--- src/rtl/regfile_2r1w.sv ---
// Two-read, one-write integer register file with registered read ports.
// Entry 0 reads as zero, and a same-cycle write is forwarded to both read ports.
module regfile_2r1w #(
    parameter int DATA_W = 32,
    parameter int ADDR_W = 5
) (
    input  logic              clock,
    input  logic              clr,
    input  logic              ctrl_writeEnable,
    input  logic [ADDR_W-1:0] ctrl_writeReg,
    input  logic [DATA_W-1:0] data_writeReg,
    input  logic              ctrl_readEnA,
    input  logic [ADDR_W-1:0] ctrl_readRegA,
    input  logic              ctrl_readEnB,
    input  logic [ADDR_W-1:0] ctrl_readRegB,
    output logic [DATA_W-1:0] data_readRegA,
    output logic [DATA_W-1:0] data_readRegB,
    output logic              valid_readA,
    output logic              valid_readB
);

    localparam int DEPTH = 2 ** ADDR_W;

    logic [DATA_W-1:0] entries [DEPTH];
    logic [DEPTH-1:0]  entry_en;
    logic [DATA_W-1:0] read_a_next;
    logic [DATA_W-1:0] read_b_next;

    // One-hot entry enable; index 0 never gets one, so it stays at its reset value.
    always_comb begin
        entry_en = '0;
        if (ctrl_writeEnable && (ctrl_writeReg != '0)) begin
            entry_en[ctrl_writeReg] = 1'b1;
        end
    end

    always_ff @(posedge clock) begin
        if (clr) begin
            for (int i = 0; i < DEPTH; i++) begin
                entries[i] <= '0;
            end
        end else begin
            for (int i = 1; i < DEPTH; i++) begin
                if (entry_en[i]) begin
                    entries[i] <= data_writeReg;
                end
            end
        end
    end

    // Zero check comes first so a write to entry 0 can never be forwarded.
    always_comb begin
        read_a_next = entries[ctrl_readRegA];
        if (ctrl_readRegA == '0) begin
            read_a_next = '0;
        end else if (ctrl_writeEnable && (ctrl_writeReg == ctrl_readRegA)) begin
            read_a_next = data_writeReg;
        end
    end

    always_comb begin
        read_b_next = entries[ctrl_readRegB];
        if (ctrl_readRegB == '0) begin
            read_b_next = '0;
        end else if (ctrl_writeEnable && (ctrl_writeReg == ctrl_readRegB)) begin
            read_b_next = data_writeReg;
        end
    end

    always_ff @(posedge clock) begin
        if (clr) begin
            data_readRegA <= '0;
            data_readRegB <= '0;
            valid_readA   <= 1'b0;
            valid_readB   <= 1'b0;
        end else begin
            valid_readA <= ctrl_readEnA;
            valid_readB <= ctrl_readEnB;
            if (ctrl_readEnA) begin
                data_readRegA <= read_a_next;
            end
            if (ctrl_readEnB) begin
                data_readRegB <= read_b_next;
            end
        end
    end

endmodule
--- config.mk ---
export PLATFORM = sky130hd
export DESIGN_NAME = regfile_2r1w
export DESIGN_NICKNAME = d
export VERILOG_FILES = /design/src/rtl/regfile_2r1w.sv
export SDC_FILE = /design/constraint.sdc
export NUM_CORES = 2
export LEC_CHECK = 0
export BUFFER_PORTS_ARGS = -buffer_cell sky130_fd_sc_hd__buf_2
export CAP_MARGIN = 30
export CORE_UTILIZATION = 57
export CTS_CLUSTER_SIZE = 8
export DETAILED_ROUTE_END_ITERATION = 8
export PLACE_DENSITY = 0.76
export SETUP_SLACK_MARGIN = 0.2
export SLEW_MARGIN = 5
export SYNTH_ARGS = -nofsm -noshare
export SYNTH_HDL_FRONTEND = slang
export SYNTH_SLANG_ARGS = --single-unit
--- constraint.sdc ---
create_clock -name clock -period 2.7 [get_ports clock]
set_input_delay 0.27 -clock clock [delete_from_list [all_inputs] [get_ports clock]]
set_output_delay 0.27 -clock clock [all_outputs]
set_load 0.02 [all_outputs]
==> results <==
- The flow ran to the end, and the final reports show no timing, DRC or antenna violations.
- The post-synthesis cell type count is just over 60.
- The count of final hold-check violations is 0.
- The post-synthesis simple-gate area fraction is 7.72%.
- Across all layers, the routed design uses 36600 vias.
- The number of antenna violations at the first check in global routing was 6.
- The final setup TNS is 0 ns.
- In this run, synthesis inferred 992 flip-flops with an integrated enable.
- In this run the worst path has a maximum fanout of 8.
- Routability-driven placement finished with a final weighted congestion of between 1 and 1.5.
- After synthesis, the largest family of logic cells by area is multiplexers.
- The clock skew after layout is 0.0195 ns.
- Summing all multi-input logic gate instances after layout gives 19400 um^2.
- The first-pass GRT wire length is ~250000 um.
- The area growth from synthesis to layout is 15.4%.
- The share of power burned in combinational logic is 12.6%.
- In the final layout, the share of cells above drive strength 1 is 28.3%.
- The adder-cell area share of the yosys netlist is 0%.
- The I/O pin count is between 100 and 150.
- The cell with the largest stage delay on the worst path is sky130_fd_sc_hd__and3b_1.
- Summing all placed instances gives a cell area of 55800 um^2.
- The overall die area is between 90000 and 100000 um^2.
- The number of antenna-violating nets in the routed design is 0.
- The sequential cells in the finished layout cover a total of 31100 um^2.
- Timing would allow up to 0.453 GHz.
- The critical path goes through dlygate4sd3_1 -> buf_2 -> and3b_1 -> a22oi_1 -> and4_1 -> a221oi_1.
- Summing the areas of all xor and xnor instances in the mapped netlist gives 0.168% of the synthesized area.
- The number of clock buffers added by TritonCTS is 150.
- Across all hold checks on the routed design, the worst slack comes to 0.0366 ns.
- The number of pins with negative max-slew slack in the final report is 0.
- The final setup violation count is 0.
- The number of global-route vias before repair was 36600.
- After clock tree synthesis, the clock-pin slew on the worst setup and hold paths is 0.05 ns.
- The core area is 90400 um^2.
- The biggest area contributor in the post-synthesis netlist is sky130_fd_sc_hd__edfxtp_1.
- The maximum buffer depth of the clock tree is 3.
- The post-route standard cell area excluding fillers is 60300 um^2.
- In the routed layout, each cell is associated on average with a via count of 7.20.
- After detailed routing, the number of remaining DRC violations is 0.
- Measured against the total synthesized area, the mux share comes to 22.1%.
- After layout, the design draws a total of 42.5 mW.
- For this run, the number of Yosys warnings is 0.
- The worst path needs 2.21 ns of the cycle, external delays included.
- The register bit count reported by yosys is between 1000 and 1500.
- In this run, flip-flops and latches consume 46.7% of the power.
- Yosys attributes the largest share of cell area to sky130_fd_sc_hd__edfxtp_1 57%, sky130_fd_sc_hd__mux4_2 15%, sky130_fd_sc_hd__nor2_1 4.4%.
- Setup repair after global routing left no endpoint under its margin.
- The startpoint-to-endpoint class of the critical path is primary input to register.
- At the worst endpoint, the required time is roughly 3.3 ns.
- The number of setup buffers added after CTS is 0.
- Net switching is between 20% and 30% of the power.
- After clock tree synthesis, the repair step resized 0 gates.
- The total length of routed wires is 172000 um.
- At the pin with the least slew margin, the transition time is between 0.8 and 0.9 ns.
- The share of flip-flops with an asynchronous set or reset after synthesis is 0%.
- Data on the critical path arrives at its endpoint at 2.83 ns.
- The most common cell in the netlist is sky130_fd_sc_hd__edfxtp_1.
- Counting instances in the post-synthesis netlist gives the leading cell types as 992 x sky130_fd_sc_hd__edfxtp_1, 611 x sky130_fd_sc_hd__nor2_1, 352 x sky130_fd_sc_hd__mux4_2, 217 x sky130_fd_sc_hd__mux2i_1.
- The reported max-cap violation count is 0.
- The part of the total power dissipated in the clock network is between 40% and 50%.
- The total power per unit cell area is 705 nW/um^2.
- The element type at the critical path start is a primary input.
- The largest single stage delay on the critical path is 0.71 ns.
- The mapped netlist covers roughly 52000 um^2.
- The post-DP HPWL is 113000 um.
- The total nets after synthesis is 3635.
- In this run the power spent charging and discharging nets is between 10 and 15 mW.
- The pin count of the biggest net entering global routing is 62.
- The area fraction in compound gates after synthesis is 6.78%.
- The core utilization of the finished layout is 66.7%.
- The length of the first detailed-routing pass in iterations is 6.
- The worst setup path is captured at a register.
- Once the floorplan was initialized, standard cells occupied just under 60% of the core.
- The clock root buffer master is sky130_fd_sc_hd__clkbuf_16.
- Headroom to the max-slew limit came out at 45.5%.
- The number of rows created at floorplan is 110.
- From left edge to right edge, the die measures 305 um.
- Measured along the y axis, the die boundary spans a little over 300 um.
- In the final design database the tool counted a little under 4000 nets.
- The final cycle utilization of the critical path is between 80% and 90%.
- In this run, the number of DRC markers left after iteration 0 of detailed routing was 5242.
- The overall overflow remaining after global route is 0.
- The number of levels in the clock H-tree is 4.
- The worst-case IR drop observed on VDD is 0.694 mV.
- In the synthesized netlist the dominant register cell turns out to be sky130_fd_sc_hd__edfxtp_1.
- In the final routed layout, each cell accounts on average for about 34 um.
- The leakage power is 21.2 nW.
- In the global route stage, overall resource usage came out at around 37%.
- The count of mapped cells out of synthesis is 3583.
- For this design, the sink count on the clock tree is 1058.
- The filler cell count in the final layout is 6064.
- The count of buffers added on input and output ports is about 120.
- The clock latency on the worst-skew pair is between 0.7 and 0.8 ns.
- A synthesized cell averages roughly 15 um^2.
- TritonCTS built the clock tree.
- The internal power summed over all cells is 31.9 mW.
- The top-area cell type share of the netlist area is 57.0%.
- The sequential-to-total area share from yosys stat is 59.5%.
- The worst hold-check path type is primary input to register.
## critical path: cells and delay by family
family                 cells  cell delay, ns
AO/OA/AOI/OAI              2            0.71
buffers and inverters      2            0.81
AND/OR/NAND/NOR            2            1.02
## power groups by stage
stage               logic, mW  registers, mW  clock network (mW)
floorplan                3.13           19.9                   0
global placement         5.07           20.0                   0
detailed placement       5.13           20.1                   0
CTS                      5.20           19.8                17.4
global route             5.49           19.9                18.0
finish                   5.34           19.8                17.3
## layout by cell type, fill, tap and decap left out, drive strengths merged, types with 18 or more instances in the layout
cell,n
nand2b,55
dfxtp,66
nand2,157
a221o,18
a21oi,22
nor2,611
buf,417
o311ai,22
dlygate4sd3,27
inv,50
nand4,18
o2111ai,22
mux2,127
o21ai,48
a221oi,52
a22oi,115
edfxtp,992
clkbuf,223
mux4,352
nand3,18
nor2b,27
o22ai,61
mux2i,217
## cells by family after synthesis
group,after synthesis
flops,1058
simple gates,951
mux,696
compound gates,469
buf+inv,399
xor+xnor,10
## repair_timing
action                     CTS  global route
hold buffers                27             0
setup endpoints to repair    0             0
hold endpoints to repair    32             0
## final timing paths
check,slack [ns],start,cells after the start,end
setup reg to reg,0.55,entries[14][19]$_SDFFCE_PN0P_,4,data_readRegA[19]$_SDFFE_PP0P_
hold reg to reg,0.50,data_readRegB[25]$_SDFFE_PP0P_,2,data_readRegB[25]$_SDFFE_PP0P_
hold / removal,0.04,clr,2,valid_readA$_SDFF_PP0_
setup / recovery,0.49,ctrl_readRegB[3],6,data_readRegB[9]$_SDFFE_PP0P_
## cell type report
cell class	count	area share [%]
diodes	6	0.0249
clock buffers	222	6.85
clock inverters	10	0.193
inverters	45	0.280
multi-input cells	2126	32.2
flip-flops and latches	1058	51.6
well taps	1176	2.44
repair buffers	445	6.41
## per-layer routing
layer	vias up	track usage [%]	share of wire, %
li1	14600	-	-
met1	18300	47.8	34
met3	650	10.6	14
met4	6	25.7	7.8
met2	3116	55.8	45
met5	-	0	0.044
## per-stage QoR
stage,std cells,setup slack [ns]
2_1_floorplan,3583,-0.107
3_3_place_gp,4822,0.116
3_5_place_dp,4823,0.150
4_1_cts,5082,0.619
5_1_grt,5084,0.533
6_report,5088,0.493
## registers in the layout, summed over array words and instances (netlist names)
name and flops:
entries 992, data_readRegB 32, data_readRegA 32, valid_readB 1, valid_readA 1
Power figures use the tool's default switching activity.
